**src/rtl/mul_writeback_pkg.sv**
```systemverilog
// Shared processor constants and the multiply-writeback FSM state encoding.
package mul_writeback_pkg;

  localparam int PROC_DATA_W     = 16;
  localparam int PROC_REG_ADDR_W = 3;

  typedef enum logic [2:0] {
    IDLE  = 3'd0,
    START = 3'd1,
    WAIT  = 3'd2,
    WB_LO = 3'd3,
    WB_HI = 3'd4
  } state_t;

endpackage

```
**src/rtl/mul_writeback_ctrl_watchdog.sv**
```systemverilog
// Cycle counter guarding the multiplier wait; expired flags the last allowed cycle.
module mul_watchdog #(
  parameter int TIMEOUT = 64
) (
  input  logic clk,
  input  logic reset,
  input  logic clear,
  input  logic enable,
  output logic expired
);

  localparam int CW = (TIMEOUT > 2) ? $clog2(TIMEOUT) : 1;
  localparam logic [CW-1:0] LAST = CW'(TIMEOUT - 1);

  logic [CW-1:0] cnt;

  // Count cycles while enabled; clear has priority so a fresh wait starts at 0.
  always_ff @(posedge clk or posedge reset) begin
    if (reset)       cnt <= '0;
    else if (clear)  cnt <= '0;
    else if (enable) cnt <= cnt + CW'(1);
  end

  assign expired = enable && (cnt == LAST);

endmodule

```
**src/rtl/mul_writeback_ctrl.sv**
```systemverilog
// Multiply request controller: starts the multiplier, waits for done (with a
// watchdog) and writes the 32-bit product back as two register-file writes.
module mul_writeback_ctrl
  import mul_writeback_pkg::*;
#(
  parameter int DATA_W     = PROC_DATA_W,
  parameter int REG_ADDR_W = PROC_REG_ADDR_W,
  parameter int TIMEOUT    = 64
) (
  input  logic                  clk,
  input  logic                  reset,
  input  logic                  req_valid,
  output logic                  req_ready,
  input  logic [DATA_W-1:0]     req_x,
  input  logic [DATA_W-1:0]     req_y,
  input  logic [REG_ADDR_W-1:0] req_rd,
  output logic                  mul_start,
  output logic [DATA_W-1:0]     mul_x,
  output logic [DATA_W-1:0]     mul_y,
  input  logic [2*DATA_W-1:0]   mul_product,
  input  logic                  mul_done,
  output logic                  wb_en,
  output logic [REG_ADDR_W-1:0] wb_addr,
  output logic [DATA_W-1:0]     wb_data,
  output logic                  busy,
  output logic                  op_done,
  output logic                  timeout_err
);

  state_t                  state, state_d;
  logic [REG_ADDR_W-1:0]   rd_q, rd_d;
  logic [2*DATA_W-1:0]     prod_q, prod_d;
  logic [DATA_W-1:0]       x_d, y_d, wb_data_d;
  logic [REG_ADDR_W-1:0]   wb_addr_d;
  logic                    mul_start_d, wb_en_d, op_done_d, timeout_err_d, busy_d;
  logic                    wd_clear, wd_en, wd_expired;

  mul_watchdog #(.TIMEOUT(TIMEOUT)) u_watchdog (
    .clk     (clk),
    .reset   (reset),
    .clear   (wd_clear),
    .enable  (wd_en),
    .expired (wd_expired)
  );

  assign req_ready = (state == IDLE);

  // Next state plus next values of every registered output. Outputs are
  // computed for the state being entered so they are valid during that state.
  always_comb begin
    state_d       = state;
    rd_d          = rd_q;
    prod_d        = prod_q;
    x_d           = mul_x;
    y_d           = mul_y;
    wb_addr_d     = wb_addr;
    wb_data_d     = wb_data;
    mul_start_d   = 1'b0;
    wb_en_d       = 1'b0;
    op_done_d     = 1'b0;
    timeout_err_d = 1'b0;
    wd_clear      = 1'b0;
    wd_en         = 1'b0;
    case (state)
      IDLE: begin
        wd_clear = 1'b1;
        if (req_valid) begin
          x_d         = req_x;
          y_d         = req_y;
          rd_d        = req_rd;
          mul_start_d = 1'b1;
          state_d     = START;
        end
      end
      START: begin
        wd_clear = 1'b1;
        state_d  = WAIT;
      end
      WAIT: begin
        wd_en = 1'b1;
        // done beats a coincident watchdog expiry
        if (mul_done) begin
          prod_d    = mul_product;
          wb_en_d   = 1'b1;
          wb_addr_d = rd_q;
          wb_data_d = mul_product[DATA_W-1:0];
          state_d   = WB_LO;
        end else if (wd_expired) begin
          timeout_err_d = 1'b1;
          state_d       = IDLE;
        end
      end
      WB_LO: begin
        wb_en_d   = 1'b1;
        wb_addr_d = rd_q + REG_ADDR_W'(1);
        wb_data_d = prod_q[2*DATA_W-1:DATA_W];
        op_done_d = 1'b1;
        state_d   = WB_HI;
      end
      WB_HI: state_d = IDLE;
      default: state_d = IDLE;
    endcase
    busy_d = (state_d != IDLE);
  end

  // State and registered outputs; reset drops any in-flight writeback.
  always_ff @(posedge clk or posedge reset) begin
    if (reset) begin
      state       <= IDLE;
      rd_q        <= '0;
      prod_q      <= '0;
      mul_x       <= '0;
      mul_y       <= '0;
      wb_addr     <= '0;
      wb_data     <= '0;
      mul_start   <= 1'b0;
      wb_en       <= 1'b0;
      op_done     <= 1'b0;
      timeout_err <= 1'b0;
      busy        <= 1'b0;
    end else begin
      state       <= state_d;
      rd_q        <= rd_d;
      prod_q      <= prod_d;
      mul_x       <= x_d;
      mul_y       <= y_d;
      wb_addr     <= wb_addr_d;
      wb_data     <= wb_data_d;
      mul_start   <= mul_start_d;
      wb_en       <= wb_en_d;
      op_done     <= op_done_d;
      timeout_err <= timeout_err_d;
      busy        <= busy_d;
    end
  end

endmodule

```
**config.mk**
```make
export PLATFORM = sky130hd
export DESIGN_NAME = mul_writeback_ctrl
export DESIGN_NICKNAME = d
export VERILOG_FILES = /design/src/rtl/mul_writeback_pkg.sv /design/src/rtl/mul_writeback_ctrl_watchdog.sv /design/src/rtl/mul_writeback_ctrl.sv
export SDC_FILE = /design/constraint.sdc
export NUM_CORES = 1
export LEC_CHECK = 0
export ABC_AREA = 1
export BUFFER_PORTS_ARGS = -buffer_cell sky130_fd_sc_hd__buf_2
export CAP_MARGIN = 5
export CORE_MARGIN = 2
export CORE_UTILIZATION = 49
export CTS_CLUSTER_DIAMETER = 100
export DETAILED_ROUTE_END_ITERATION = 16
export GPL_TIMING_DRIVEN = 0
export PLACE_DENSITY = 0.79
export SLEW_MARGIN = 25
export SYNTH_ARGS = -nofsm -noshare
export SYNTH_HDL_FRONTEND = slang
export SYNTH_HIERARCHICAL = 1
export SYNTH_SLANG_ARGS = --single-unit
```
**constraint.sdc**
```tcl
create_clock -name clk -period 2.4 [get_ports clk]
set_input_delay 0.12 -clock clk [delete_from_list [all_inputs] [get_ports clk]]
set_output_delay 0.12 -clock clk [all_outputs]
set_load 0.005 [all_outputs]
```
==> results of run 1 <==
-- timing repair --
action	CTS	global route
endpoints found under the setup margin	0	2
hold buffers	52	0
gates resized for setup	0	1
endpoints found under the hold margin	96	0
-- cell type report --
| cell class | instances | area (µm²) | area share |
|---|---|---|---|
| inverter | 21 | 81.3 | 0.0160 |
| clock inverter | 3 | 20.0 | 0.00394 |
| multi-input combinational | 316 | 1290 | 0.254 |
| buffer | 16 | 114 | 0.0224 |
| timing repair buffer | 180 | 1180 | 0.232 |
| tap | 99 | 124 | 0.0244 |
| sequential | 84 | 2100 | 0.414 |
| clock buffer | 13 | 169 | 0.0333 |
-- cell usage after synthesis --
master / instances
buf_4: 4
nor2_1: 10
nor3_1: 3
nand3_2: 1
inv_2: 6
ha_1: 2
clkbuf_1: 1
nand3_4: 1
nand2_1: 277
nand3_1: 7
nor2_2: 4
buf_2: 7
dfrtp_1: 84
o21ai_1: 1
nor2_4: 1
a21oi_1: 5
o21ai_0: 2
buf_6: 4
nand4_4: 1
o21ai_2: 1
inv_1: 15
-- stage by stage --
| step | TNS (ns) | hold slack [ns] | setup WS [ns] | total power, mW |
|---|---|---|---|---|
| after floorplan | 0 | -0.0890 | 0.285 | 3.58 |
| after global placement | -43.98 | 0.0544 | -0.569 | 4.32 |
| after detailed placement | 0 | 0.0802 | 0.149 | 4.41 |
| after CTS | 0 | 0.0319 | 0.0992 | 5.44 |
| after global routing | 0 | 0.0528 | 0.196 | 5.92 |
| final | 0 | 0.0449 | 0.378 | 5.50 |
-- cells in the final DEF (no fill, tap or decap), drive strengths merged --
| master | synthesis | final |
|---|---|---|
| nand3 | 9 | 9 |
| inv | 21 | 21 |
| dlygate4sd3 | 0 | 52 |
| clkinv | 0 | 1 |
| ha | 2 | 2 |
| clkbuf | 1 | 14 |
| a21oi | 5 | 5 |
| nand2 | 277 | 277 |
| o21ai | 4 | 4 |
| clkinvlp | 0 | 2 |
| nor2 | 15 | 15 |
| dfrtp | 84 | 84 |
| buf | 15 | 143 |
| nor3 | 3 | 3 |
| nand4 | 1 | 1 |
-- cell families (layout without fill, tap and decap cells) --
logic type	after synthesis	in the layout	synth area share
buffers and inverters	37	233	0.0538
flip-flops	84	84	0.587
adder cells (fa/ha/maj)	2	2	0.00699
AO/OA/AOI/OAI	9	9	0.0136
AND/OR/NAND/NOR	305	305	0.339
-- power breakdown --
part | internal, mW | switching, mW
Combinational | 0.914 | 1.23
Sequential | 2.02 | 0.371
Clock | 0.461 | 0.498
-- sequential cells by signal, indices dropped and copies added (netlist names) --
register        cells
state               3
op_done             1
busy                1
wb_en               1
prod_q             16
rd_q                3
u_watchdog/cnt      6
timeout_err         1
wb_data            16
mul_y              16
mul_start           1
wb_addr             3
mul_x              16
-- metal layers --
metal / vias to the layer above / track usage / share of wire
met5: - / 0 / 0
met4: 0 / 0.0923 / 0.016
met3: 20 / 0.0526 / 0.054
met2: 130 / 0.428 / 0.50
met1: 1599 / 0.322 / 0.43
li1: 1699 / - / -
-- worst paths after layout --
check / start / end / slack (ns) / depth (start not counted)
worst max register to register: state[2] / busy / 0.38 / 10
min in group asynchronous: reset / u_watchdog/cnt[3] / 0.27 / 3
worst max-delay path: state[2] / busy / 0.38 / 10
worst min register to register: wb_data[2] / wb_data[2] / 0.48 / 2
max in group asynchronous: reset / mul_x[7] / 1.45 / 4
worst min-delay path: mul_done / timeout_err / 0.04 / 2
==> reports/results.ini, run 1 <==
[outcome]
outcome = finished, final reports clean

[cells_and_area]
antenna-diode-count = 0
finalNonFillerCells = 732
drive_above_1_share = 0.276
fillers = 517
fin_nets = 701
fin_util = 0.708
syn_to_final_growth_pct = 41.8
fin_area_um2 = 5080

[clock_tree]
clkSinkCount = 84
clk-insertion-delay-late_ns = 0.34
clk_path_buf_depth = 2
post_cts_buffers = 0
clk_pin_slew_ns = 0.09
clockRootBuffer = clkbuf_8
htree_levels = 3
numCtsBuffers = 9
cts_tree = done

[sta]
slew_headroom = 0.653
finalSetupViolations = 0
post-route-period-util = 0.842
fmax_mhz = 495
skew_ns = 0.00745
rsz0062_at_grt = no
fin_crit_ns = 2.02
worst_slew_pin_slew_ns = 0.517
drv_slew = 0
hold_violations = 0

[global_route]
grt_pass1_vias = 3379
grt_pass1_wl_um = 15500
antenna_found_initial = 0
grt_max_degree = 41
overflow = 0
track_usage = 0.253

[worst_setup_path]
crit_path_max_incr_delay_ns = 0.50
crit_top_cell = nand2_1
criticalPathCategory = flop to flop
critPathLaunchType = flop
cp_slowest_cell = dfrtp_1
crit_chain = nor3_2 > inv_1 > nor2_2 > nand3_1 > nor2_1 > inv_1 > nand2_1 > nand2_1 > a21oi_1 > nand2_1
cp.required_ns = 2.63
endpoint_kind = flop
critPathArrivalTime_ns = 2.25
crit_fanout = 8
path_buf_inv = 2
crit_family = simple AND/OR/NAND/NOR gates

[drt]
drtIter0Drc = 197
drt-pass1-iter-count = 4
wl_um = 9680
wl_per_cell_um = 13.2
ant_nets = 0
num_vias = 3448
routed_via_density = 4.71
post-route-drc-count = 0

[logic_synthesis]
ys_types = 21
avgSynthCellArea_um2 = 8.19
seq_area_frac_synth = 0.587
syn_nets = 510
syn_area_um2 = 3580
synth_cells = 437
synth_seq_cells = 84
ys_warn_count = 6
synth_top_area_frac = 0.587
synth_area_leaders = dfrtp_1 (59%), nand2_1 (29%), inv_1 (1.6%)
synth_largest_area_cell = dfrtp_1

[power_and_ir_drop]
p_leak_nw = 2.91
ir_worst_vdd_uv = 587
power_density_nw_per_um2 = 1080

[place]
gp_congestion = 0.800
placed_area_um2 = 4360
port_buffers = 127
dp_cells = 664
dpl.hpwl_um = 5960

[die]
num_io_pins = 128
core.rowCount = 31
dieArea_um2 = 8010
coreArea_um2 = 7180
start_util = 0.499
die_x_um = 89.5
die_y_um = 89.5

[job]
maxCapViolations = 0

[hold_path]
hold_path_class = input pin to flop

(Power assumes the default switching activity.)
==> inputs of run 2 (changes only) <==
--- a/config.mk
+++ b/config.mk
@@ -9,11 +9,11 @@
 export BUFFER_PORTS_ARGS = -buffer_cell sky130_fd_sc_hd__buf_2
 export CAP_MARGIN = 5
 export CORE_MARGIN = 2
-export CORE_UTILIZATION = 49
+export CORE_UTILIZATION = 45
 export CTS_CLUSTER_DIAMETER = 100
 export DETAILED_ROUTE_END_ITERATION = 16
 export GPL_TIMING_DRIVEN = 0
-export PLACE_DENSITY = 0.79
+export PLACE_DENSITY = 0.76
 export SLEW_MARGIN = 25
 export SYNTH_ARGS = -nofsm -noshare
 export SYNTH_HDL_FRONTEND = slang
==> constraint.sdc (replaced) <==
create_clock -name clk -period 1.7 [get_ports clk]
set_input_delay 0.085 -clock clk [delete_from_list [all_inputs] [get_ports clk]]
set_output_delay 0.085 -clock clk [all_outputs]
set_load 0.005 [all_outputs]
==> reports/results.ini, run 2 (synthesized netlist as in run 1, its figures left out) <==
[outcome]
outcome = finished, final reports clean  ; unchanged

[cells_and_area]
drive_above_1_share = 0.291  ; was 0.276
final_common_cell = nand2_1  ; unchanged
multi_input_comb_area_um2 = 1310  ; was 1290 µm²
fillers = 613  ; was 517
syn_to_final_growth_pct = 45.2  ; was 41.8%
fin_area_um2 = 5200  ; was 5080 µm²
finalNonFillerCells = 741  ; was 732
final-seq-area_um2 = 2100  ; about the same
antenna-diode-count = 0  ; unchanged
mostFrequentLayoutCells = nand2_1 (277), buf_2 (134), dfrtp_1 (82), dlygate4sd3_1 (53), inv_1 (14)  ; was nand2_1 (277), buf_2 (134), dfrtp_1 (84), dlygate4sd3_1 (52), inv_1 (14)
fin_nets = 707  ; was 701

[hold_path]
hold_path_class = input pin to flop  ; unchanged

[drt]
drtIter0Drc = 236  ; was 197
wl_per_cell_um = 13.3  ; was 13.2 µm
post-route-drc-count = 0  ; unchanged
drt-pass1-iter-count = 4  ; unchanged
wl_um = 9880  ; was 9680 µm
ant_nets = 0  ; unchanged
num_vias = 3458  ; was 3448
routed_via_density = 4.67  ; was 4.71

[worst_setup_path]
cp_slowest_cell = dfrtp_2  ; was dfrtp_1
criticalPathCategory = flop to flop  ; unchanged
endpoint_kind = flop  ; unchanged
path_buf_inv = 2  ; unchanged
crit_fanout = 5  ; was 8
crit_family = simple AND/OR/NAND/NOR gates  ; unchanged
crit_top_cell = nand2_1  ; unchanged
crit_chain = nor3_4 > inv_1 > nor2_2 > nand3_2 > nor2_4 > inv_1 > nand2_1 > nand2_1 > a21oi_2 > nand2_1  ; was nor3_2 > inv_1 > nor2_2 > nand3_1 > nor2_1 > inv_1 > nand2_1 > nand2_1 > a21oi_1 > nand2_1
critPathArrivalTime_ns = 1.83  ; was 2.25 ns
crit_path_max_incr_delay_ns = 0.48  ; was 0.50 ns
cp.required_ns = 1.94  ; was 2.63 ns
critPathLaunchType = flop  ; unchanged

[clock_tree]
clkSinkCount = 84  ; unchanged
clk_pin_slew_ns = 0.09  ; about the same
clk-insertion-delay-late_ns = 0.34  ; about the same
cts_tree = done  ; unchanged
htree_levels = 3  ; unchanged
clockRootBuffer = clkbuf_8  ; unchanged
numCtsBuffers = 9  ; unchanged
clk_path_buf_depth = 2  ; unchanged

[die]
num_io_pins = 128  ; unchanged
coreArea_um2 = 7730  ; was 7180 µm²
die_y_um = 93.2  ; was 89.5 µm
core.rowCount = 32  ; was 31
dieArea_um2 = 8690  ; was 8010 µm²
die_x_um = 93.2  ; was 89.5 µm
start_util = 0.463  ; was 0.499

[sta]
skew_ns = 0.00776  ; was 0.00745 ns
rsz0062_at_grt = no  ; unchanged
post-route-period-util = 0.934  ; was 0.842
finalSetupViolations = 0  ; unchanged
fmax_mhz = 629  ; was 495 MHz
hold_violations = 0  ; unchanged
drv_slew = 0  ; unchanged
fin_crit_ns = 1.59  ; was 2.02 ns
worst_slew_pin_slew_ns = 0.404  ; was 0.517 ns
tns_ns = 0  ; unchanged
slew_headroom = 0.731  ; was 0.653

[power_and_ir_drop]
p_leak_nw = 2.95  ; was 2.91 nW
power_density_nw_per_um2 = 1550  ; was 1080 nW/µm²
total_power_mw = 8.06  ; was 5.50 mW
ir_worst_vdd_uv = 990  ; was 587 µV

[global_route]
grt_pass1_wl_um = 15900  ; was 15500 µm
grt_pass1_vias = 3497  ; was 3379
overflow = 0  ; unchanged
antenna_found_initial = 0  ; unchanged
grt_max_degree = 34  ; was 41
track_usage = 0.235  ; was 0.253

[place]
dp_cells = 668  ; was 664
port_buffers = 127  ; unchanged
dpl.hpwl_um = 6320  ; was 5960 µm
placed_area_um2 = 4400  ; was 4360 µm²
gp_congestion = 0.866  ; was 0.800

[job]
maxCapViolations = 0  ; unchanged

## run 2: cell type report
cell class	count	area share
repair buffers	186	0.238
clock buffers	9	0.0238
clock inverters	7	0.0190
flip-flops and latches	84	0.405
multi-input cells	316	0.253
well taps	102	0.0245
inverters	21	0.0159
plain buffers	16	0.0219
## run 2: through the flow
| stage | setup slack, ns | utilization | hold WS [ns] |
|---|---|---|---|
| 6_report | 0.111 | 0.673 | 0.0372 |
| 4_1_cts | 0.0175 | 0.668 | 0.0233 |
| 3_5_place_dp | -0.144 | 0.569 | 0.0478 |
| 2_1_floorplan | 0.0628 | - | -0.124 |
| 3_3_place_gp | -0.0990 | 0.564 | 0.0385 |
| 5_1_grt | 0.00626 | 0.673 | 0.0515 |
## run 2: worst min-delay path, delay by kind of cell
| family | cells | cell delay, ns |
|---|---|---|
| simple gates | 4 | 0.18 |
| buf+inv | 1 | 0.08 |
## run 2: path summary, 6_finish.rpt
| kind | start | endpoint | slack, ns | cells after the start |
|---|---|---|---|---|
| max | state[0] | busy | 0.11 | 10 |
| min | mul_product[2] | wb_data[2] | 0.04 | 5 |
| max reg2reg | state[0] | busy | 0.11 | 10 |
| min reg2reg | wb_data[13] | wb_data[13] | 0.48 | 2 |
| max in group asynchronous | reset | mul_x[7] | 0.71 | 5 |
| min in group asynchronous | reset | u_watchdog/cnt[1] | 0.22 | 3 |
## run 2: power breakdown
part	internal [mW]	switching (mW)	total [mW]
logic	1.36	1.74	3.09
registers	2.86	0.524	3.38
clock network	0.838	0.746	1.58
total	5.05	3.01	8.06
## run 2: metal layers
layer  up-vias  share of wire  global-route usage
met5         -              0                   0
met4         0          0.018              0.0919
met3        17          0.063              0.0459
met2       142           0.50               0.408
met1      1588           0.41               0.288
li1       1711              -                   -
## run 2: repair_timing
| action | CTS | global route |
|---|---|---|
| endpoints found under the hold margin | 75 | 0 |
| pin swaps | 1 | 3 |
| endpoints found under the setup margin | 2 | 2 |
| setup buffers | 1 | 3 |
| hold buffers | 53 | 0 |
| gates resized for setup | 1 | 5 |
